===== src/rtl/modem_stream_pkg.sv =====
// -----------------------------------------------------------------------------
// modem_stream_pkg
// Definitions shared by the modem sample-stream blocks: the default sample width,
// the interpolator state encoding and the midpoint helper. The receive-side
// half-sample phase shifter also uses the midpoint helper.
// -----------------------------------------------------------------------------
package modem_stream_pkg;

    localparam int DATA_W_DEF = 16;

    typedef enum logic [1:0] {
        EMPTY = 2'd0,   // no output pending
        MID   = 2'd1,   // midpoint presented on output
        ORIG  = 2'd2    // original sample presented on output
    } interp_state_t;

    // Floor of (a+b)/2. The sum is formed one bit wider, so it cannot overflow.
    // Dropping the LSB of the sum is an arithmetic shift right by one.
    function automatic logic signed [DATA_W_DEF-1:0] mid2(
        input logic signed [DATA_W_DEF-1:0] a,
        input logic signed [DATA_W_DEF-1:0] b
    );
        logic signed [DATA_W_DEF:0] sum;
        sum = {a[DATA_W_DEF-1], a} + {b[DATA_W_DEF-1], b};
        return sum[DATA_W_DEF:1];
    endfunction

endpackage


===== src/rtl/interp2x_linear.sv =====
// -----------------------------------------------------------------------------
// interp2x_linear
// 2x linear interpolator for signed sample streams. For each accepted input x[n]
// the block emits the midpoint floor((x[n-1]+x[n])/2) with tuser=1, and then
// x[n] itself with tuser=0. Both ports use full AXI-Stream handshaking.
//
// Ports
//   s_axis_aclk    clock, rising edge
//   rst            synchronous reset, active high
//   s_axis_tdata   input sample (signed)
//   s_axis_tvalid  input valid
//   s_axis_tready  input ready. Combinational from state and m_axis_tready only.
//   m_axis_tdata   output sample (signed, registered)
//   m_axis_tvalid  output valid (registered)
//   m_axis_tready  downstream ready
//   m_axis_tuser   1 = interpolated midpoint, 0 = original sample
// -----------------------------------------------------------------------------
module interp2x_linear
    import modem_stream_pkg::*;
#(
    parameter int DATA_W = DATA_W_DEF
) (
    input  logic              s_axis_aclk,
    input  logic              rst,
    input  logic [DATA_W-1:0] s_axis_tdata,
    input  logic              s_axis_tvalid,
    output logic              s_axis_tready,
    output logic [DATA_W-1:0] m_axis_tdata,
    output logic              m_axis_tvalid,
    input  logic              m_axis_tready,
    output logic              m_axis_tuser
);

    interp_state_t     state;
    logic [DATA_W-1:0] prev;
    logic [DATA_W-1:0] hold;
    logic [DATA_W-1:0] mid_val;
    logic              in_xfer;
    logic              out_xfer;

    // A new sample is accepted while idle. In ORIG, a new sample is accepted
    // only when the original is leaving in the same cycle. This keeps one output
    // per cycle when inputs arrive back to back.
    assign s_axis_tready = (state == EMPTY) || ((state == ORIG) && m_axis_tready);
    assign in_xfer       = s_axis_tvalid && s_axis_tready;
    assign out_xfer      = m_axis_tvalid && m_axis_tready;

    generate
        if (DATA_W == DATA_W_DEF) begin : g_pkg_mid
            assign mid_val = mid2(prev, s_axis_tdata);
        end else begin : g_wide_mid
            logic [DATA_W:0] sum;
            assign sum     = {prev[DATA_W-1], prev} + {s_axis_tdata[DATA_W-1], s_axis_tdata};
            assign mid_val = sum[DATA_W:1];
        end
    endgenerate

    always_ff @(posedge s_axis_aclk) begin
        if (rst) begin
            state         <= EMPTY;
            prev          <= '0;
            hold          <= '0;
            m_axis_tdata  <= '0;
            m_axis_tvalid <= 1'b0;
            m_axis_tuser  <= 1'b0;
        end else begin
            case (state)
                EMPTY: begin
                    if (in_xfer) begin
                        m_axis_tdata  <= mid_val;
                        m_axis_tuser  <= 1'b1;
                        m_axis_tvalid <= 1'b1;
                        hold          <= s_axis_tdata;
                        prev          <= s_axis_tdata;
                        state         <= MID;
                    end
                end
                MID: begin
                    if (out_xfer) begin
                        m_axis_tdata <= hold;
                        m_axis_tuser <= 1'b0;
                        state        <= ORIG;
                    end
                end
                ORIG: begin
                    if (out_xfer) begin
                        if (in_xfer) begin
                            m_axis_tdata <= mid_val;
                            m_axis_tuser <= 1'b1;
                            hold         <= s_axis_tdata;
                            prev         <= s_axis_tdata;
                            state        <= MID;
                        end else begin
                            m_axis_tvalid <= 1'b0;
                            state         <= EMPTY;
                        end
                    end
                end
                default: begin
                    m_axis_tvalid <= 1'b0;
                    state         <= EMPTY;
                end
            endcase
        end
    end

endmodule


===== config.mk =====
export PLATFORM = sky130hd
export DESIGN_NAME = interp2x_linear
export DESIGN_NICKNAME = d
export VERILOG_FILES = /design/src/rtl/modem_stream_pkg.sv /design/src/rtl/interp2x_linear.sv
export SDC_FILE = /design/constraint.sdc
export NUM_CORES = 1
export LEC_CHECK = 0
export ABC_AREA = 1
export BUFFER_PORTS_ARGS = -buffer_cell sky130_fd_sc_hd__buf_2
export CAP_MARGIN = 10
export CORE_MARGIN = 4
export CORE_UTILIZATION = 51
export CTS_CLUSTER_DIAMETER = 150
export DETAILED_ROUTE_END_ITERATION = 8
export PLACE_DENSITY_LB_ADDON = 0.15
export SYNTH_ARGS = -nofsm -noshare
export SYNTH_HDL_FRONTEND = slang
export SYNTH_SLANG_ARGS = --single-unit

===== constraint.sdc =====
create_clock -name s_axis_aclk -period 1.5 [get_ports s_axis_aclk]
set_input_delay 0.225 -clock s_axis_aclk [delete_from_list [all_inputs] [get_ports s_axis_aclk]]
set_output_delay 0.225 -clock s_axis_aclk [all_outputs]
set_load 0.005 [all_outputs]

==> results of run 1 <==
per-stage QoR:
| step | std cells | util | setup TNS (ns) | power (uW) |
|---|---|---|---|---|
| global placement | 498 | 0.645 | -1.44 | 2140 |
| floorplan | 389 | - | -0.00289 | 1770 |
| CTS | 510 | 0.723 | -0.427 | 3150 |
| detailed placement | 498 | 0.645 | -1.56 | 2150 |
| finish | 511 | 0.742 | -0.551 | 3210 |
| global route | 511 | 0.742 | -2.01 | 3430 |
worst paths after layout:
kind	from	end	slack, ns	cells past startpoint
worst max-delay path	prev[0]	m_axis_tdata[15]	-0.11	13
worst min-delay path	s_axis_tdata[0]	prev[0]	0.19	3
worst max register to register	prev[0]	m_axis_tdata[15]	-0.11	13
worst min register to register	m_axis_tdata[15]	m_axis_tdata[15]	0.47	2
critical path, delay by kind of cell (launching register included):
| family | cells | cell delay (ns) |
|---|---|---|
| compound gates | 1 | 0.05 |
| simple gates | 10 | 0.76 |
| fa+ha+maj | 1 | 0.35 |
| buf+inv | 1 | 0.04 |
| flops | 1 | 0.33 |
cell families (layout without fill, tap and decap cells):
family                   after synthesis  count (layout)  share of synthesized area
AND/OR/NAND/NOR                      176             176                      0.298
AO/OA/AOI/OAI                         84              84                      0.191
buffers and inverters                 75             145                      0.123
flip-flops                            36              36                      0.296
adder cells (fa/ha/maj)               16              16                     0.0853
XOR/XNOR                               2               2                    0.00719
Yosys cell counts:
cell | n | area (sq um)
nand2_1 | 115 | 432
inv_1 | 61 | 229
a21oi_1 | 36 | 180
dfxtp_1 | 36 | 721
nor2_1 | 31 | 116
o21ai_0 | 31 | 155
nand3_1 | 17 | 85.1
ha_1 | 15 | 188
a21oi_2 | 10 | 87.6
buf_2 | 5 | 25.0
clkbuf_1 | 4 | 15.0
nor3_1 | 4 | 20.0
inv_2 | 3 | 11.3
nor2_2 | 3 | 18.8
nor2_4 | 3 | 33.8
o21ai_1 | 3 | 15.0
a31oi_1 | 2 | 12.5
nand2_2 | 2 | 12.5
o21bai_1 | 2 | 15.0
xor2_1 | 2 | 17.5
buf_4 | 1 | 7.51
buf_6 | 1 | 11.3
fa_1 | 1 | 20.0
nand3b_1 | 1 | 7.51
layout by cell type, fill, tap and decap left out, types with 8 or more instances in the layout:
master    n
o21ai_0  27
nand2_1  92
inv_1    58
nor2_1   31
nand2_2  24
nand3_1  14
dfxtp_2   8
ha_4     14
buf_2    38
a21oi_1  33
buf_4    33
a21oi_2  13
dfxtp_1  28
report_power, final:
group / switching, uW / internal [uW]
registers: 73.7 / 1060
clock network: 366 / 494
logic: 668 / 544
total: 1110 / 2100
state kept, by name, summed over array words and instances (netlist names):
name           cells
m_axis_tuser       1
m_axis_tvalid      1
prev              16
m_axis_tdata      16
state              2
routing by layer:
layer | track usage | share of wire | vias up
li1 | - | - | 1370
met2 | 0.417 | 0.49 | 85
met3 | 0.0422 | 0.056 | 11
met1 | 0.277 | 0.44 | 1205
met4 | 0.0872 | 0.016 | 0
met5 | 0 | 0 | -
final cells by class:
| type | count | area [sq um] | area share |
|---|---|---|---|
| clock buffer | 6 | 72.6 | 0.0218 |
| sequential | 36 | 731 | 0.220 |
| multi-input combinational | 278 | 1700 | 0.511 |
| inverter | 64 | 243 | 0.0731 |
| clock inverter | 2 | 35.0 | 0.0105 |
| tap | 52 | 65.1 | 0.0196 |
| timing repair buffer | 73 | 478 | 0.144 |
repair_timing:
item / 4_1_cts / 5_1_grt
pin swaps: 20 / 12
endpoints found under the setup margin: 14 / 20
buffers inserted: 4 / 1
resized for setup: 47 / 17
==> run_results.csv, run 1 <==
group,metric,value,unit
cts,clk_pin_slew,0.07,ns
die,die_w,77.1,microns
global_route,grt_pass1_wl,11300,microns
sta,post-route-period-util,1.08,
detailed_routing,antenna_left,0,
status,violations,"setup timing",
sta,hold_viol_final,0,
flow_run,maxCapViolations,0,
synthesis,avgSynthCellArea,6.26,sq um
placed_design,dp_hpwl,4700,microns
die,fp.dieArea,5950,sq um
global_route,grtUsageTotal,0.233,
cts,cts_max_level,2,
global_route,grt_pass1_vias,2529,
cts,cts_num_sinks,36,
cts,worstSkewPairLatency,0.30,ns
setup_path,crit_chain,"nand2_2 -> inv_2 -> fa_2 -> nand2_2 -> nand2_2 -> nand3_1 -> nand2_2 -> nand2_2 -> nand2_1 -> nand2_1 -> nand3_2 -> nand2_1 -> a21oi_1",
die,ioPinCount,39,
global_route,grt.overflow.total,0,
synthesis,syn_area,2440,sq um
layout,fin_area,3320,sq um
power_and_ir_drop,power.density,966,nW/um^2
die,rows,24,
setup_path,cp_slowest_cell,"fa_2",
synthesis,netlist_instances,389,
detailed_routing,via_count,2671,
layout,n_antenna_cell,0,
placed_design,gp_congestion,0.880,
cts,cts_root_buffer,"clkbuf_8",
cts,cts_inserted_buffers,5,
synthesis,synth_nets,425,
sta,finalSetupViolations,9,
sta,drv_slew,0,
setup_path,cp_max_fo,4,
die,initial_core_util,0.544,
layout,drive_above_1_share,0.346,
detailed_routing,drt_wl_total,6830,microns
layout,fill_cells,349,
setup_path,max_stage_delay,0.35,ns
placed_design,placed_area,2890,sq um
detailed_routing,vias_per_cell,5.23,
cts,clockBufferDepth,2,
sta,worst_pin_slew,0.262,ns
sta,rsz0062_at_grt,"yes",
synthesis,seq_area_frac_synth,0.296,
synthesis,yosys_register_bits,36,
placed_design,io_buffers,38,
detailed_routing,drcViolationCount,0,
sta,fmax,0.620,GHz
setup_path,path_class,"reg2reg",
detailed_routing,drtPass1Iterations,5,
global_route,grt_max_degree,26,
power_and_ir_drop,ir_drop,0.643,mV
die,die_h,77.1,microns
setup_path,worst_setup_path_start_kind,"flip-flop",
detailed_routing,wl_per_cell,13.4,microns
placed_design,pre_cts_ws,-0.185,ns
setup_path,arrival,1.80,ns
synthesis,yosys_warnings,0,
sta,fin_worst_skew,0.00848,ns
synthesis,yosysUniqueCellTypes,24,
global_route,antenna_found_initial,0,
setup_path,cp_common_cell,"nand2_2",
die,coreArea,4470,sq um
sta,min_period,1.61,ns
hold_path,worstHoldPathType,"in2reg",
sta,worst_slack,-0.114,ns
setup_path,critPathCaptureType,"flip-flop",
layout,finalNetCount,494,
status,status,"finished, violations left",
sta,slew_headroom,0.825,
cts,cts_tree,"built",
setup_path,crit_required,1.69,ns
cts,hold_buffers,0,
detailed_routing,drt_iter0_drc,163,
layout,area_growth,36.4,%
power_and_ir_drop,p_leak,0.00169,uW
sta,fin_hold_ws,0.185,ns
(Power assumes the default switching activity.)
==> run 2, diff against run 1 <==
--- a/config.mk
+++ b/config.mk
@@ -8,8 +8,10 @@
 export ABC_AREA = 1
 export BUFFER_PORTS_ARGS = -buffer_cell sky130_fd_sc_hd__buf_2
 export CAP_MARGIN = 10
+export CELL_PAD_IN_SITES_DETAIL_PLACEMENT = 0
+export CELL_PAD_IN_SITES_GLOBAL_PLACEMENT = 1
 export CORE_MARGIN = 4
-export CORE_UTILIZATION = 51
+export CORE_UTILIZATION = 35
 export CTS_CLUSTER_DIAMETER = 150
 export DETAILED_ROUTE_END_ITERATION = 8
 export PLACE_DENSITY_LB_ADDON = 0.15
==> run 2 against run 1 <==
The flow still finishes with violations (setup timing). Sequential power is essentially flat. Die area grew 41%. Power shrank 0.97%. Sequential share of layout area shrank 0.79 points. Critical path type unchanged. Largest power group unchanged. Register-to-register slack is essentially flat. Critical path depth is the same. Utilization shrank 23 points.
==> run_results.csv, run 2 (synthesis gave the netlist of run 1 again) <==
group,metric,value,unit
power_and_ir_drop,ir_drop,0.561,mV
cts,cts_tree,"built",
setup_path,path_class,"reg2reg",
sta,rsz0062_at_grt,"yes",
setup_path,crit_family,"simple AND/OR/NAND/NOR gates",
sta,fmax,0.624,GHz
setup_path,max_stage_delay,0.34,ns
setup_path,worst_setup_path_start_kind,"flip-flop",
setup_path,crit_chain,"nand2_2 -> inv_2 -> fa_2 -> nand2_2 -> nand2_2 -> nand3b_1 -> nand2_2 -> nand2_2 -> nand2_1 -> nand2_1 -> nand3_2 -> nand2_2 -> a21oi_2",
cts,cts_num_sinks,36,
power_and_ir_drop,power.density,911,nW/um^2
setup_path,reg2reg_from,"prev[0]",
setup_path,r2r_slack,-0.10,ns
detailed_routing,vias_per_cell,4.69,
cts,cts_max_level,2,
layout,n_antenna_cell,0,
sta,hold_viol_final,0,
layout,layout_common_cells,"nand2_1, inv_1, buf_2, buf_4, nor2_1",
placed_design,pre_cts_ws,-0.226,ns
status,status,"finished, violations left",
global_route,grt_max_degree,26,
layout,drive_above_1_share,0.411,
hold_path,whs_path_depth,3,
detailed_routing,drt_wl_total,7390,microns
detailed_routing,antenna_left,0,
layout,fill_cells,714,
sta,drv_slew,0,
detailed_routing,wl_per_cell,13.2,microns
detailed_routing,drtPass1Iterations,4,
sta,slew_headroom,0.821,
sta,fin_worst_skew,0.00486,ns
global_route,grt_pass1_vias,2622,
placed_design,io_buffers,38,
sta,fin_hold_ws,0.197,ns
sta,worst_pin_slew,0.269,ns
sta,worst_slack,-0.103,ns
setup_path,cp_common_cell,"nand2_2",
placed_design,dp_hpwl,5390,microns
die,initial_core_util,0.359,
die,die_w,91.4,microns
die,fp.dieArea,8360,sq um
layout,layout_commonest_cell,"nand2_1",
global_route,antenna_found_initial,0,
layout,area_growth,43.1,%
detailed_routing,drcViolationCount,0,
cts,hold_buffers,0,
cts,clockBufferDepth,2,
sta,post-route-period-util,1.07,
hold_path,worstHoldPathType,"in2reg",
setup_path,critPathCaptureType,"flip-flop",
cts,cts_root_buffer,"clkbuf_8",
setup_path,r2r_end,"m_axis_tdata[9]",
sta,min_period,1.60,ns
power_and_ir_drop,power,3180,uW
hold_path,worstHoldStart,"s_axis_tdata[15]",
die,die_h,91.4,microns
setup_path,cp-startpoint,"prev[0]",
status,violations,"setup timing",
placed_design,dp.cells,546,
setup_path,crit_required,1.68,ns
die,ioPinCount,39,
global_route,grt.overflow.total,0,
layout,top_regs,"m_axis_tdata x16, prev x16, state x2",
die,rows,30,
flow_run,maxCapViolations,0,
placed_design,gp_congestion,0.854,
cts,cts_inserted_buffers,5,
cts,clk_pin_slew,0.07,ns
setup_path,ff2ff_path_depth,13,
cts,worstSkewPairLatency,0.28,ns
detailed_routing,via_count,2618,
setup_path,cp_slowest_cell,"fa_2",
setup_path,crit_buf_inv,1,
hold_path,min_to,"prev[15]",
setup_path,arrival,1.78,ns
setup_path,cp_max_fo,4,
die,coreArea,6790,sq um
global_route,grtUsageTotal,0.179,
sta,finalSetupViolations,7,
global_route,grt_pass1_wl,12100,microns
detailed_routing,drt_iter0_drc,95,
layout,final_util,0.513,
power_and_ir_drop,p_leak,0.00176,uW
layout,finalNonFillerCells,558,
layout,finalNetCount,498,
==> run 2: cell count changes in the layout (fill, tap and decap cells not counted), sizes merged <==
cell,previous run,this run
bufinv,1,0
clkinv,1,0
clkbuf,6,7
buf,73,77
==> run 2: layer usage <==
| layer | global-route usage | vias up | wire length (microns) |
|---|---|---|---|
| met3 | 0.0323 | 12 | 273 |
| met1 | 0.219 | 1183 | 3310 |
| li1 | - | 1370 | - |
| met5 | 0 | - | 0 |
| met4 | 0.0452 | 0 | 143 |
| met2 | 0.320 | 53 | 3660 |
==> run 2: per-stage QoR <==
| stage | TNS (ns) | cell area [sq um] |
|---|---|---|
| final | -0.314 | 3490 |
| after CTS | -0.353 | 3290 |
| after global placement | -1.96 | 2960 |
| after global routing | -1.75 | 3490 |
| after floorplan | -0.00289 | 2440 |
| after detailed placement | -1.94 | 2960 |
==> run 2: layout make-up <==
class / count / area, sq um / share of cell area
multi-input combinational: 278 / 1790 / 0.513
sequential: 36 / 739 / 0.212
timing repair buffer: 77 / 495 / 0.142
inverter: 64 / 245 / 0.0703
tap: 96 / 120 / 0.0344
clock buffer: 7 / 96.3 / 0.0276
==> run 2: worst max path at each step <==
stage | endpoint | slack (ns) | depth (start not counted)
global placement | m_axis_tdata[14] | -0.25 | 12
finish | m_axis_tdata[9] | -0.10 | 13
global route | m_axis_tdata[9] | -0.21 | 13
detailed placement | m_axis_tdata[14] | -0.23 | 12
floorplan | m_axis_tdata[13] | -0.003 | 13
CTS | m_axis_tdata[14] | -0.09 | 11
==> run 2: worst reg2reg max path: stages (launching register included) <==
cell,delay [ns]
dfxtp_2,0.32
nand2_2,0.05
inv_2,0.04
fa_2,0.34
nand2_2,0.08
nand2_2,0.07
nand3b_1,0.11
nand2_2,0.11
nand2_2,0.09
nand2_1,0.05
nand2_1,0.06
nand3_2,0.06
nand2_2,0.07
a21oi_2,0.04
==> run 2: what timing repair did <==
action	CTS	global route
resized for setup	44	61
setup buffers	2	3
endpoints found under the setup margin	14	22
pin swaps	18	20
==> run 2: power breakdown <==
| part | internal (uW) | switching [uW] | leakage [uW] |
|---|---|---|---|
| sequential | 1060 | 75.5 | 0.000302 |
| combinational | 570 | 711 | 0.00141 |
| clock | 410 | 346 | 0.0000503 |
| total | 2040 | 1130 | 0.00176 |
==> run 3, diff against run 2 <==
--- a/config.mk
+++ b/config.mk
@@ -6,11 +6,11 @@
 export NUM_CORES = 1
 export LEC_CHECK = 0
 export ABC_AREA = 1
-export BUFFER_PORTS_ARGS = -buffer_cell sky130_fd_sc_hd__buf_2
+export BUFFER_PORTS_ARGS = -buffer_cell sky130_fd_sc_hd__clkbuf_2
 export CAP_MARGIN = 10
 export CELL_PAD_IN_SITES_DETAIL_PLACEMENT = 0
 export CELL_PAD_IN_SITES_GLOBAL_PLACEMENT = 1
-export CORE_MARGIN = 4
+export CORE_MARGIN = 3
 export CORE_UTILIZATION = 35
 export CTS_CLUSTER_DIAMETER = 150
 export DETAILED_ROUTE_END_ITERATION = 8
@@ -18,3 +18,4 @@
 export SYNTH_ARGS = -nofsm -noshare
 export SYNTH_HDL_FRONTEND = slang
 export SYNTH_SLANG_ARGS = --single-unit
+export TNS_END_PERCENT = 30
==> run 3 against run 2 <==
Count of clock-buffer cells in the layout unchanged. Non-clock buffer count grew 8. The flow still finishes with violations (setup timing). Critical path type unchanged. Clock skew up 0.011 ns. Critical endpoint is now m_axis_tdata[13]. Routed wire length fell by 3.9%. Sequential power about the same. Register-to-register slack gained 0.04 ns. Highest routed layer unchanged.
==> run_results.csv, run 3 (synthesis gave the netlist of run 1 again) <==
group,metric,value,unit
status,status,"finished, violations left",
status,violations,"setup timing",
setup_path,r2r_slack,-0.07,ns
detailed_routing,wl_per_cell,13.0,microns
setup_path,arrival,1.75,ns
sta,worst_slack,-0.0669,ns
setup_path,cp_max_fo,4,
die,fp.dieArea,8000,sq um
cts,clockBufferDepth,2,
power_and_ir_drop,power.density,909,nW/um^2
layout,fill_cells,690,
power_and_ir_drop,switching_power,1140,uW
global_route,antenna_found_initial,0,
detailed_routing,drt_wl_total,7100,microns
sta,finalSetupViolations,8,
power_and_ir_drop,ir_drop,0.470,mV
cts,cts_max_level,2,
setup_path,crit_required,1.68,ns
setup_path,critPathCaptureType,"flip-flop",
hold_path,worstHoldPathType,"in2reg",
layout,finalNetCount,506,
detailed_routing,drtPass1Iterations,4,
global_route,grt.overflow.total,0,
cts,cts_root_buffer,"clkbuf_8",
cts,clk_pin_slew,0.07,ns
setup_path,reg2reg_from,"prev[0]",
layout,drive_above_1_share,0.419,
hold_path,worstHoldStart,"s_axis_tdata[3]",
power_and_ir_drop,p_sw_frac,0.356,
power_and_ir_drop,p_clk_frac,0.238,
sta,drv_slew,0,
layout,layout_common_cells,"nand2_1, inv_1, buf_4, clkbuf_2, nand2_2",
power_and_ir_drop,power,3210,uW
power_and_ir_drop,internal-power,2070,uW
die,initial_core_util,0.373,
sta,fin_worst_skew,0.0156,ns
sta,min_period,1.57,ns
die,rows,29,
flow_run,maxCapViolations,0,
layout,top_regs,"m_axis_tdata x16, prev x16, state x2",
die,die_h,89.4,microns
detailed_routing,drcViolationCount,0,
layout,final_util,0.540,
detailed_routing,wl_met3,208,microns
die,die_w,89.4,microns
setup_path,worst_setup_path_start_kind,"flip-flop",
cts,cts_num_sinks,36,
global_route,grt_max_degree,26,
layout,fin_area,3530,sq um
sta,hold_viol_final,0,
power_and_ir_drop,p_leak,0.00178,uW
detailed_routing,drt_iter0_drc,70,
layout,area_growth,44.8,%
global_route,grt_pass1_vias,2547,
layout,n_antenna_cell,0,
power_and_ir_drop,p_comb_frac,0.407,
cts,cts_tree,"built",
cts,hold_buffers,0,
hold_path,whs_path_depth,3,
detailed_routing,vias_per_cell,4.79,
global_route,grt_pass1_wl,11500,microns
die,coreArea,6530,sq um
setup_path,r2r_end,"m_axis_tdata[13]",
cts,cts_inserted_buffers,5,
sta,slew_headroom,0.703,
setup_path,ff2ff_path_depth,13,
detailed_routing,met1_length,3250,microns
detailed_routing,wl_met2,3490,microns
power_and_ir_drop,p_seq_frac,0.355,
sta,rsz0062_at_grt,"yes",
placed_design,pre_cts_ws,-0.225,ns
placed_design,io_buffers,38,
setup_path,path_class,"reg2reg",
hold_path,min_to,"prev[3]",
layout,layout_commonest_cell,"nand2_1",
placed_design,dp_hpwl,5310,microns
detailed_routing,antenna_left,0,
sta,worst_pin_slew,0.445,ns
cts,worstSkewPairLatency,0.29,ns
global_route,grtUsageTotal,0.187,
detailed_routing,via_count,2621,
sta,fin_hold_ws,0.188,ns
die,ioPinCount,39,
placed_design,placed_area,2990,sq um
sta,post-route-period-util,1.04,
placed_design,gp_congestion,0.851,
sta,fmax,0.638,GHz
detailed_routing,highest_layer,"met4",
[run 3: what timing repair did]
action,in CTS,in global routing
pin swaps,13,26
hold endpoints to repair,0,0
endpoints found under the setup margin,14,30
resized for setup,54,47
setup buffers,3,3
[run 3: worst max-delay path: stages, from the launching register on]
cell      delay [ns]
dfxtp_2         0.33
nand2_2         0.06
inv_2           0.04
fa_2            0.34
nand2_2         0.09
nand2_2         0.06
nand3b_1        0.10
nand2_2         0.09
nand2_2         0.08
nand2_1         0.05
nand2_1         0.07
nand3_2         0.06
nand2_2         0.07
a21oi_2         0.04
[run 3: per-layer routing]
layer  vias up  track usage
li1       1380            -
met1      1191        0.226
met2        40        0.336
met3        10       0.0313
met4         0       0.0609
met5         -            0
[run 3: cell type report]
type                       count  area, sq um  area share
clock buffer                   7         96.3      0.0273
sequential                    36          739       0.210
timing repair buffer          85          563       0.160
multi-input combinational    278         1790       0.507
tap                           77         96.3      0.0273
inverter                      64          245      0.0695
[run 3: power by group through the flow]
stage / registers (uW) / clock network (uW) / logic [uW]
floorplan: 1140 / 0 / 633
global placement: 1140 / 0 / 1050
detailed placement: 1140 / 0 / 1060
CTS: 1140 / 787 / 1200
global route: 1150 / 819 / 1460
finish: 1140 / 764 / 1300
[run 3: worst max path at each step]
| stage | start | end | slack, ns | cells after the start |
|---|---|---|---|---|
| after floorplan | prev[0] | m_axis_tdata[13] | -0.003 | 13 |
| after global placement | s_axis_tdata[10] | m_axis_tdata[14] | -0.19 | 12 |
| after global routing | prev[1] | m_axis_tdata[8] | -0.15 | 13 |
| final | prev[0] | m_axis_tdata[13] | -0.07 | 13 |
| after CTS | prev[0] | m_axis_tdata[13] | -0.09 | 13 |
| after detailed placement | s_axis_tdata[5] | m_axis_tdata[15] | -0.22 | 13 |
[run 3: per-stage QoR]
step,setup TNS [ns],cells
2_1_floorplan,-0.00448,389
3_3_place_gp,-1.61,534
3_5_place_dp,-1.85,534
4_1_cts,-0.378,544
5_1_grt,-2.29,547
6_report,-0.216,547
